--- config.mk ---
export PLATFORM = sky130hd
export DESIGN_NAME = uart_rx_framer
export DESIGN_NICKNAME = d
export VERILOG_FILES = /design/src/rtl/uart_pkg.sv /design/src/rtl/uart_rx_sync.sv /design/src/rtl/uart_rx_framer.sv
export SDC_FILE = /design/constraint.sdc
export NUM_CORES = 1
export LEC_CHECK = 0
export ABC_AREA = 1
export CAP_MARGIN = 20
export CORE_ASPECT_RATIO = 1.1
export CORE_UTILIZATION = 50
export CTS_BUF_LIST = sky130_fd_sc_hd__clkbuf_8
export CTS_CLUSTER_SIZE = 14
export DETAILED_ROUTE_END_ITERATION = 12
export PLACE_DENSITY = 0.71
export RECOVER_POWER = 100
export SETUP_SLACK_MARGIN = 0.4
export SLEW_MARGIN = 30
export SYNTH_ARGS = -nofsm -noshare
export SYNTH_HDL_FRONTEND = slang
export SYNTH_SLANG_ARGS = --single-unit
--- constraint.sdc ---
create_clock -name clk -period 1.7 [get_ports clk]
set_input_delay 0.17 -clock clk [delete_from_list [all_inputs] [get_ports clk]]
set_output_delay 0.17 -clock clk [all_outputs]
set_load 0.01 [all_outputs]
--- src/rtl/uart_pkg.sv ---
// Shared UART receive definitions: rx FSM state type and default framing parameters.
// ST_PARITY exists only when UART_RX_PARITY_EN is defined.
package uart_pkg;

    localparam int unsigned CLKS_PER_BIT_DEFAULT = 16;
    localparam int unsigned DATA_BITS_DEFAULT    = 8;

    typedef enum logic [2:0] {
        ST_IDLE   = 3'd0,
        ST_START  = 3'd1,
        ST_DATA   = 3'd2,
`ifdef UART_RX_PARITY_EN
        ST_PARITY = 3'd3,
`endif
        ST_STOP   = 3'd4,
        ST_BREAK  = 3'd5
    } rx_state_e;

endpackage

--- src/rtl/uart_rx_sync.sv ---
// Two-flop synchronizer for the asynchronous serial line; resets to the idle (high) level.
module uart_rx_sync (
    input  logic clk,
    input  logic reset,
    input  logic rx_i,
    output logic rx_s_o
);

    logic meta_q;
    logic sync_q;

    always_ff @(posedge clk) begin
        if (reset) begin
            meta_q <= 1'b1;
            sync_q <= 1'b1;
        end else begin
            meta_q <= rx_i;
            sync_q <= meta_q;
        end
    end

    assign rx_s_o = sync_q;

endmodule

--- src/rtl/uart_rx_framer.sv ---
// UART receive framer: finds start bits, strobes data bits LSB first to a SIPO and flags framing errors.
// Optional parity bit checking is built when UART_RX_PARITY_EN is defined.
module uart_rx_framer
    import uart_pkg::*;
#(
    parameter int unsigned CLKS_PER_BIT = CLKS_PER_BIT_DEFAULT,
    parameter int unsigned DATA_BITS    = DATA_BITS_DEFAULT,
    parameter int unsigned PARITY_ODD   = 0
) (
    input  logic clk,
    input  logic reset,
    input  logic rx_in,
    output logic bit_data,
    output logic bit_valid,
    output logic frame_done,
    output logic frame_err,
    output logic busy
);

    localparam int unsigned CNT_W = $clog2(CLKS_PER_BIT);
    localparam int unsigned BIT_W = $clog2(DATA_BITS);
    localparam logic [CNT_W-1:0] HALF_LAST = CNT_W'(CLKS_PER_BIT / 2 - 1);
    localparam logic [CNT_W-1:0] FULL_LAST = CNT_W'(CLKS_PER_BIT - 1);
    localparam logic [BIT_W-1:0] BIT_LAST  = BIT_W'(DATA_BITS - 1);

    if (CLKS_PER_BIT < 4 || CLKS_PER_BIT % 2 != 0 || DATA_BITS < 5 || DATA_BITS > 8 || PARITY_ODD > 1)
    begin : g_bad_cfg
        $error("uart_rx_framer: unsupported parameter set");
    end

    rx_state_e        state_q;
    logic [CNT_W-1:0] cnt_q;
    logic [BIT_W-1:0] bit_cnt_q;
    logic             rx_s;
`ifdef UART_RX_PARITY_EN
    logic             par_acc_q;
    logic             par_err_q;
`endif

    uart_rx_sync u_sync (
        .clk    (clk),
        .reset  (reset),
        .rx_i   (rx_in),
        .rx_s_o (rx_s)
    );

    // Receive FSM; every sample point is the last cycle of a counted bit period.
    always_ff @(posedge clk) begin
        if (reset) begin
            state_q    <= ST_IDLE;
            cnt_q      <= '0;
            bit_cnt_q  <= '0;
            bit_data   <= 1'b0;
            bit_valid  <= 1'b0;
            frame_done <= 1'b0;
            frame_err  <= 1'b0;
            busy       <= 1'b0;
`ifdef UART_RX_PARITY_EN
            par_acc_q  <= 1'b0;
            par_err_q  <= 1'b0;
`endif
        end else begin
            bit_valid  <= 1'b0;
            frame_done <= 1'b0;
            frame_err  <= 1'b0;
            case (state_q)
                ST_IDLE: begin
                    cnt_q <= '0;
                    if (!rx_s) begin
                        state_q <= ST_START;
                        busy    <= 1'b1;
`ifdef UART_RX_PARITY_EN
                        par_acc_q <= 1'b0;
                        par_err_q <= 1'b0;
`endif
                    end
                end
                // Mid-start-bit recheck rejects glitches shorter than half a bit.
                ST_START: begin
                    if (cnt_q == HALF_LAST) begin
                        cnt_q     <= '0;
                        bit_cnt_q <= '0;
                        if (rx_s) begin
                            state_q <= ST_IDLE;
                            busy    <= 1'b0;
                        end else begin
                            state_q <= ST_DATA;
                        end
                    end else begin
                        cnt_q <= cnt_q + CNT_W'(1);
                    end
                end
                ST_DATA: begin
                    if (cnt_q == FULL_LAST) begin
                        cnt_q     <= '0;
                        bit_data  <= rx_s;
                        bit_valid <= 1'b1;
`ifdef UART_RX_PARITY_EN
                        par_acc_q <= par_acc_q ^ rx_s;
`endif
                        if (bit_cnt_q == BIT_LAST) begin
                            bit_cnt_q <= '0;
`ifdef UART_RX_PARITY_EN
                            state_q   <= ST_PARITY;
`else
                            state_q   <= ST_STOP;
`endif
                        end else begin
                            bit_cnt_q <= bit_cnt_q + BIT_W'(1);
                        end
                    end else begin
                        cnt_q <= cnt_q + CNT_W'(1);
                    end
                end
`ifdef UART_RX_PARITY_EN
                ST_PARITY: begin
                    if (cnt_q == FULL_LAST) begin
                        cnt_q     <= '0;
                        par_err_q <= (par_acc_q ^ rx_s) != 1'(PARITY_ODD);
                        state_q   <= ST_STOP;
                    end else begin
                        cnt_q <= cnt_q + CNT_W'(1);
                    end
                end
`endif
                ST_STOP: begin
                    if (cnt_q == FULL_LAST) begin
                        cnt_q      <= '0;
                        frame_done <= 1'b1;
`ifdef UART_RX_PARITY_EN
                        frame_err  <= ~rx_s | par_err_q;
`else
                        frame_err  <= ~rx_s;
`endif
                        state_q    <= rx_s ? ST_IDLE : ST_BREAK;
                        busy       <= ~rx_s;
                    end else begin
                        cnt_q <= cnt_q + CNT_W'(1);
                    end
                end
                // Line held low past the stop bit: wait for it to return idle.
                ST_BREAK: begin
                    cnt_q <= '0;
                    if (rx_s) begin
                        state_q <= ST_IDLE;
                        busy    <= 1'b0;
                    end
                end
                default: begin
                    state_q <= ST_IDLE;
                    cnt_q   <= '0;
                    busy    <= 1'b0;
                end
            endcase
        end
    end

endmodule
# Yosys cells after proc, flatten, opt, wreduce, memory -nomap -nowiden
# Index checks and enable logic that the tools add are counted.
[totals]
ff_bits = 17
in_bits = 3
[classes]
addsub = 2
eq_ne = 13
n_mux = 22
n_bitwise = 4
reduce_logical = 10
[ops]
columns = ["operator", "count"]
rows = [
  ["two-way mux 3 bit", 10],
  ["one-hot mux 3 bit (5 select lines)", 1],
  ["inequality test 2 bit (second input constant)", 5],
  ["equality test 3 bit (second input constant)", 3],
  ["two-way mux 4 bit", 2],
  ["one-hot mux 4 bit (2 select lines)", 1],
  ["one-hot mux 3 bit (2 select lines)", 1],
  ["AND reduction 6 bit", 1],
  ["OR reduction 2 bit", 3],
  ["two-way mux 1 bit", 5],
  ["one-hot mux 1 bit (5 select lines)", 1],
  ["adder 4 x 1 -> 4 bit (second input constant)", 1],
  ["equality test 4 x 3 -> 1 bit (second input constant)", 1],
  ["equality test 4 bit (second input constant)", 1],
  ["inverter 1 bit", 4],
  ["AND reduction 4 bit", 1],
  ["adder 3 x 1 -> 3 bit (second input constant)", 1],
  ["equality test 3 x 1 -> 1 bit (second input constant)", 1],
  ["equality test 3 x 2 -> 1 bit (second input constant)", 1],
  ["logical NOT 3 bit", 1],
  ["AND reduction 3 bit", 1],
  ["OR reduction 3 bit", 1],
  ["two-way mux 2 bit", 1],
  ["inequality test 2 x 1 -> 1 bit (second input constant)", 1],
  ["other kinds (2)", 2],
]

# Logic depth before layout (Yosys ltp)
# Gate-level depths: netlist (run 1).
[depth]
depth_word = 4
ltp_mapped = 10
depth_no_buf = 9

# Hierarchy
# From an unflattened synthesis (run 1), not the netlist that was laid out.
[unflattened]
hier_cells = 118
area_unflattened_um2 = 858.3
[modules_own_cells]
columns = ["mod", "instances", "cells_per_inst", "area_each_um2", "seq_area_each_um2"]
rows = [
  ["uart_rx_framer", 1, 111, 799.5, 300.3],
  ["uart_rx_sync", 1, 7, 58.8, 40.0],
]

# Worst setup path before layout (run 1)
# No wires, ideal clock.
[synth_path]
path_type = "reg2reg"
startpoint = "register cnt_q[0]"
endpoint = "register bit_cnt_q[0]"
setup_ns = 0.114
arrival_time_ns = 1.200
setup_slack_ns = 0.386
stages_incl_launch_ff = 9
synth_period_minus_slack_ns = 1.314
path_cell_list = "dfxtp_1 > ha_1 > nand3_1 > inv_1 > nand2_2 > a21oi_4 > nand2_1 > nand2_1 > nor2_2"
[synth_via]
elab_chain_cells = 3
elab_cells_between_ends = 5
[synth_lines]
columns = ["element", "line", "text"]
rows = [
  ["start: declaration", "uart_rx_framer.sv:32", "logic [CNT_W-1:0] cnt_q;"],
  ["start signal: assignment", "uart_rx_framer.sv:90", "cnt_q <= cnt_q + CNT_W'(1);"],
  ["start signal: assignment", "uart_rx_framer.sv:112", "cnt_q <= cnt_q + CNT_W'(1);"],
  ["start signal: assignment", "uart_rx_framer.sv:138", "cnt_q <= cnt_q + CNT_W'(1);"],
  ["equality test 4 bit / equality test 4 x 3 -> 1 bit (equally long branches)", "uart_rx_framer.sv:94, uart_rx_framer.sv:80", ""],
  ["inequality test 2 bit (no source line)", "--", ""],
  ["AND reduction 3 bit (no source line) (*)", "--", ""],
  ["end signal: assignment", "uart_rx_framer.sv:109", "bit_cnt_q <= bit_cnt_q + BIT_W'(1);"],
  ["end: declaration", "uart_rx_framer.sv:33", "logic [BIT_W-1:0] bit_cnt_q;"],
]
# Every way passes the cells marked *; elsewhere a longest branch is shown, timed or not.
# A chain may end at the register's enable or synchronous reset.

# Worst setup path in the final report (run 1)
[layout_path]
startpoint = "register cnt_q[0]"
endpoint = "register state_q[0]"
[layout_via]
elab_chain_cells = 3
elab_cells_between_ends = 6
[layout_lines]
columns = ["element", "line", "text"]
rows = [
  ["equality test 4 bit / equality test 4 x 3 -> 1 bit (equally long branches)", "uart_rx_framer.sv:94, uart_rx_framer.sv:127, uart_rx_framer.sv:80", ""],
  ["inequality test 2 bit (no source line)", "--", ""],
  ["AND reduction 6 bit (no source line) (*)", "--", ""],
  ["end signal: assignment", "uart_rx_framer.sv:135", "state_q <= rx_s ? ST_IDLE : ST_BREAK;"],
  ["end: declaration", "uart_rx_framer.sv:31", "rx_state_e state_q;"],
]
# Marks and branches as above.

==> results of run 1 <==
## cell families (layout without fill, tap and decap cells)
logic type | Yosys count | count (layout)
XOR/XNOR | 1 | 1
flip-flops | 17 | 17
AND/OR/NAND/NOR | 80 | 80
buffers and inverters | 13 | 30
AO/OA/AOI/OAI | 4 | 4
adder cells (fa/ha/maj) | 3 | 3
## worst paths after layout
path	start	endpoint	slack, ns	cells past startpoint
worst min register to register	u_sync.meta_q	u_sync.rx_s_o	0.42	1
worst max register to register	cnt_q[0]	state_q[0]	0.25	9
worst min-delay path	u_sync.meta_q	u_sync.rx_s_o	0.42	1
worst max-delay path	cnt_q[0]	state_q[0]	0.25	9
## synth_stat cells (all sizes together)
master	instances	area, µm²
or2	4	25.0
dfxtp	17	340
ha	3	37.5
nor3	3	26.3
buf	1	11.3
inv	11	43.8
nand4	2	12.5
clkinv	1	3.75
o21ai	1	5.00
xor2	1	8.76
nand3b	2	18.8
nand3	13	82.6
nand2	28	113
a21oi	3	30.0
nor2	28	156
## area by class of cell
cell class	count	area, µm²	area share
Inverter	12	52.6	0.0437
Multi-Input combinational cell	88	608	0.506
Clock buffer	3	41.3	0.0343
Timing Repair Buffer	14	121	0.101
Tap cell	17	21.3	0.0177
Sequential cell	17	353	0.293
Clock inverter	1	5.00	0.00416
## flip-flops by register name, summed over array words and instances, names as in the netlist
register,cells
bit_cnt_q,3
bit_data,1
bit_valid,1
busy,1
cnt_q,4
frame_done,1
frame_err,1
state_q,3
u_sync.meta_q,1
u_sync.rx_s_o,1
## power by group
group          leakage, nW  switching (mW)  internal [mW]
logic                0.372           0.690          0.471
clock network       0.0255           0.138          0.162
registers            0.142           0.126          0.495
## routing by layer
layer / share of wire / GRT usage / up-vias
li1: - / - / 405
met1: 0.43 / 0.241 / 371
met2: 0.50 / 0.327 / 31
met3: 0.055 / 0.0423 / 5
met4: 0.0098 / 0.0688 / 0
met5: 0 / 0 / -
## timing repair
action / in CTS / in global routing
buffers inserted: 2 / 5
hold buffers: 0 / 0
pin swaps: 2 / 12
resized for setup: 13 / 24
endpoints found under the setup margin: 10 / 10
## through the flow
step	utilization	hold slack, ns	instance area [µm²]	cells
6_report	0.736	0.419	1200	152
5_1_grt	0.736	0.461	1200	152
4_1_cts	0.668	0.425	1090	147
3_5_place_dp	0.609	0.405	995	141
3_3_place_gp	0.609	0.396	995	141
2_1_floorplan	-	0.232	915	118
## critical path: stages (launching register included)
cell	delay, ns
dfxtp_2	0.33
ha_1	0.31
nand3_4	0.13
inv_2	0.08
buf_4	0.12
nor2_4	0.04
nor2_8	0.12
nand3_2	0.08
nand2_1	0.06
nor2_1	0.05
==> impl_metrics.ini, run 1 <==
[sta]
slew_headroom = 0.789
finalSetupTns_ns = 0
setup_viol = 0
finalHoldViolCount = 0
fin_ws_ns = 0.252
min_period_ns = 1.45
worst_pin_slew_ns = 0.313
fmax_ghz = 0.691
drv_slew = 0
skew_ns = 0.00246
period_share = 0.852
rsz0062_at_grt = true

[drt]
route.detailed.drc = 0
antenna_left = 0
drt_iter0_markers = 28
drt_wl_total_mm = 1.93
first_pass_iters = 4
avgViaCountPerCell = 5.34
vias = 812
wl_per_cell_um = 12.7

[min_path]
hold_class = reg -> reg

[yosys]
synthAdderAreaFrac = 0.0410
synthSimpleGateAreaFrac = 0.475
syn_area_um2 = 915
syn-num-nets = 124
synth-xor-area-share = 0.00958
ys_seq_area_frac = 0.372
muxShareOfSynthArea = 0
synth_area_per_cell_um2 = 7.75
postSynthCellCount = 118
ys_types = 28
synth_top_family_by_area = simple AND/OR/NAND/NOR gates
yosysWarnings = 0
ys_seq_elements = 17
synth_compound_area_frac = 0.0383

[critical_path]
crit_type = reg -> reg
cp.arrival_ns = 1.59
start_kind = flop
endpoint_kind = flop
crit_required_ns = 1.84
critical_path.max_fanout = 5

[clock_tree]
htree_levels = 1
clock_latency_ns = 0.25
cts_buffers = 3
clk_pin_slew_ns = 0.07
cts_buffer_depth = 2
cts_tree = yes
cts.sinks = 17
cts_root_buf = clkbuf_8

[grt]
antenna_found_initial = 0
grt_start_max_net_pins = 11
track_usage = 0.191
grt_pass1_vias = 680
grt_first_pass_wirelength_mm = 2.88
grt-ovfl-total = 0

[place]
place.gp.congestion = 0.850
dp.final_hpwl_mm = 1.22
portBuffers = 7
dp_slack_ns = 0.269

[pwr]
powerDensity_nw_per_um2 = 1730
finalPower_mw = 2.08
ir_drop_mv = 1.05
p_leak_nw = 0.540

[cells_and_area]
diodes = 0
final_cell_mix = nand2_1, nor2_1, dfxtp_1
syn_to_final_growth_pct = 31.5
final_common_cell = nand2_1
nFillCells = 120
final_net_count = 142
drive_gt1_frac = 0.415

[floorplan]
dieArea_um2 = 2000
ioPinCount = 8
fp-row-count = 15
die-width_um = 42.8
start_util = 0.560
die_height_um = 46.9
core_area_um2 = 1630

[outcome]
status = complete, no violations

[run]
drv_cap = 0
No activity file was read; power rests on OpenSTA's default activity.
==> run 2, diff against run 1 <==
--- a/config.mk
+++ b/config.mk
@@ -12,7 +12,7 @@
 export CTS_BUF_LIST = sky130_fd_sc_hd__clkbuf_8
 export CTS_CLUSTER_SIZE = 14
 export DETAILED_ROUTE_END_ITERATION = 12
-export PLACE_DENSITY = 0.71
+export PLACE_DENSITY = 0.73
 export RECOVER_POWER = 100
 export SETUP_SLACK_MARGIN = 0.4
 export SLEW_MARGIN = 30
==> constraint.sdc (replaced) <==
create_clock -name clk -period 1.25 [get_ports clk]
set_input_delay 0.125 -clock clk [delete_from_list [all_inputs] [get_ports clk]]
set_output_delay 0.125 -clock clk [all_outputs]
set_load 0.01 [all_outputs]
==> impl_metrics.ini, run 2 (synthesized netlist as in run 1, its figures left out) <==
[sta]
drv_slew = 0
finalSetupTns_ns = -0.456
finalHoldViolCount = 0
setup_viol = 10
skew_ns = 0.00177
slew_headroom = 0.768
fmax_ghz = 0.744
rsz0062_at_grt = true
period_share = 1.07
timing.hold.ws_ns = 0.170
fin_ws_ns = -0.0937
worst_pin_slew_ns = 0.344
min_period_ns = 1.34

[place]
dp_cells = 153
dp_slack_ns = -0.148
place.gp.congestion = 0.893
portBuffers = 7
dp.final_hpwl_mm = 1.53

[grt]
grt_start_max_net_pins = 11
grt-ovfl-total = 0
grt_pass1_vias = 780
grt_first_pass_wirelength_mm = 3.15
track_usage = 0.218
antenna_found_initial = 0

[critical_path]
crit_buf_inv = 2
crit_type = reg -> reg
r2r_start = cnt_q[0]
crit_required_ns = 1.40
r2r_slack_ns = -0.09
r2r_cells = 9
cp.arrival_ns = 1.49
start_kind = flop
cp_slowest_stage_delay_ns = 0.36
path_cells = ha_4 -> nand3_4 -> inv_4 -> buf_12 -> nor2_4 -> nor2_8 -> nand3_1 -> nand2_1 -> nor2_1
endpoint_kind = flop
cp_top_family = simple AND/OR/NAND/NOR gates
cp_slowest_cell = dfxtp_2
r2r-end = state_q[1]
critical_path.max_fanout = 5

[clock_tree]
cts_root_buf = clkbuf_8
cts.sinks = 17
clk_pin_slew_ns = 0.07
cts_tree = yes
clock_latency_ns = 0.26
cts_buffer_depth = 2
cts_buffers = 3
cts_hold_buf = 0
htree_levels = 1

[cells_and_area]
largest_reg_flops = 4
max_flop_register = cnt_q
final_common_cell = nand2_1
nFillCells = 105
diodes = 0
final_net_count = 148
drive_gt1_frac = 0.496
final_cell_mix = nand2_1, nor2_1, buf_4, dfxtp_1, dfxtp_2
syn_to_final_growth_pct = 37.3
top_regs = cnt_q: 4 flops, bit_cnt_q: 3 flops, state_q: 3 flops
instances_no_fill = 158

[drt]
drt_iter0_markers = 30
wl_per_cell_um = 13.9
route.detailed.drc = 0
antenna_left = 0
drt_wl_total_mm = 2.20
vias = 841
avgViaCountPerCell = 5.32
first_pass_iters = 4

[run]
drv_cap = 0

[floorplan]
core_area_um2 = 1630
die_height_um = 46.9
ioPinCount = 8
die-width_um = 42.8
dieArea_um2 = 2000
fp-row-count = 15
start_util = 0.560

[pwr]
ir_drop_mv = 1.79
p_leak_nw = 0.556
powerDensity_nw_per_um2 = 2320

[min_path]
hold_end = busy
hp-start = reset
timing.hold.worst_path_depth = 3
hold_class = in -> reg

[outcome]
status = finished with violations
failed_checks = setup timing
==> run 2: changes by cell type in the layout (fill, tap and decap cells not counted), moves of 2 or more <==
cell and delta:
buf_4 +5, clkbuf_1 +4, dlygate4sd3_1 -3, ha_2 +2
nor2_1 -2, nor3_1 -2, nor3_2 +2
==> run 2: metrics by stage <==
| stage | instance area [µm²] | total power [mW] | utilization |
|---|---|---|---|
| after floorplan | 962 | 2.00 | - |
| after global placement | 1140 | 2.26 | 0.701 |
| after detailed placement | 1140 | 2.32 | 0.701 |
| after CTS | 1220 | 2.76 | 0.745 |
| after global routing | 1260 | 3.12 | 0.769 |
| final | 1260 | 2.92 | 0.769 |
==> run 2: layout make-up <==
type	count	area, µm²	share of cell area
clock buffer	3	41.3	0.0329
clock inverter	1	5.00	0.00398
inverter	12	50.0	0.0398
multi-input combinational	88	629	0.501
sequential	17	350	0.279
tap	17	21.3	0.0169
timing repair buffer	20	159	0.126
==> run 2: what timing repair did <==
| action | CTS | global route |
|---|---|---|
| endpoints found under the setup margin | 20 | 18 |
| gates resized for setup | 35 | 11 |
| setup buffers | 1 | 0 |
| pin swaps | 11 | 7 |
==> run 2: power by group <==
group | internal (mW) | leakage (nW) | switching, mW | total (mW)
logic | 0.653 | 0.389 | 1.01 | 1.66
registers | 0.670 | 0.142 | 0.167 | 0.837
clock network | 0.222 | 0.0255 | 0.196 | 0.418
total | 1.55 | 0.556 | 1.37 | 2.92
==> run 2: worst max-delay path by stage <==
| stage | start | endpoint | slack, ns | depth (start not counted) |
|---|---|---|---|---|
| floorplan | cnt_q[0] | bit_cnt_q[0] | 0.04 | 8 |
| finish | cnt_q[0] | state_q[1] | -0.09 | 9 |
| global route | cnt_q[0] | state_q[1] | -0.20 | 9 |
| detailed placement | state_q[0] | cnt_q[0] | -0.15 | 6 |
| global placement | state_q[0] | cnt_q[0] | -0.09 | 6 |
| CTS | cnt_q[0] | bit_cnt_q[0] | -0.05 | 8 |
==> run 2: metal layers <==
layer  routed length (µm)  part of all wire  up-vias  GRT usage
met3                  109             0.050        9     0.0346
met4                   66             0.030        0      0.113
met1                  847              0.39      380      0.235
met2                 1180              0.53       32      0.418
met5                    0                 0        -          0
li1                     -                 -      420          -
==> run 2: worst register-to-register path, delay by kind of cell, from the launching register on <==
family / cells / cell delay [ns]
adders and majority gates: 1 / 0.17
buffers and inverters: 2 / 0.21
DFF: 1 / 0.36
and+or+nand+nor: 6 / 0.49
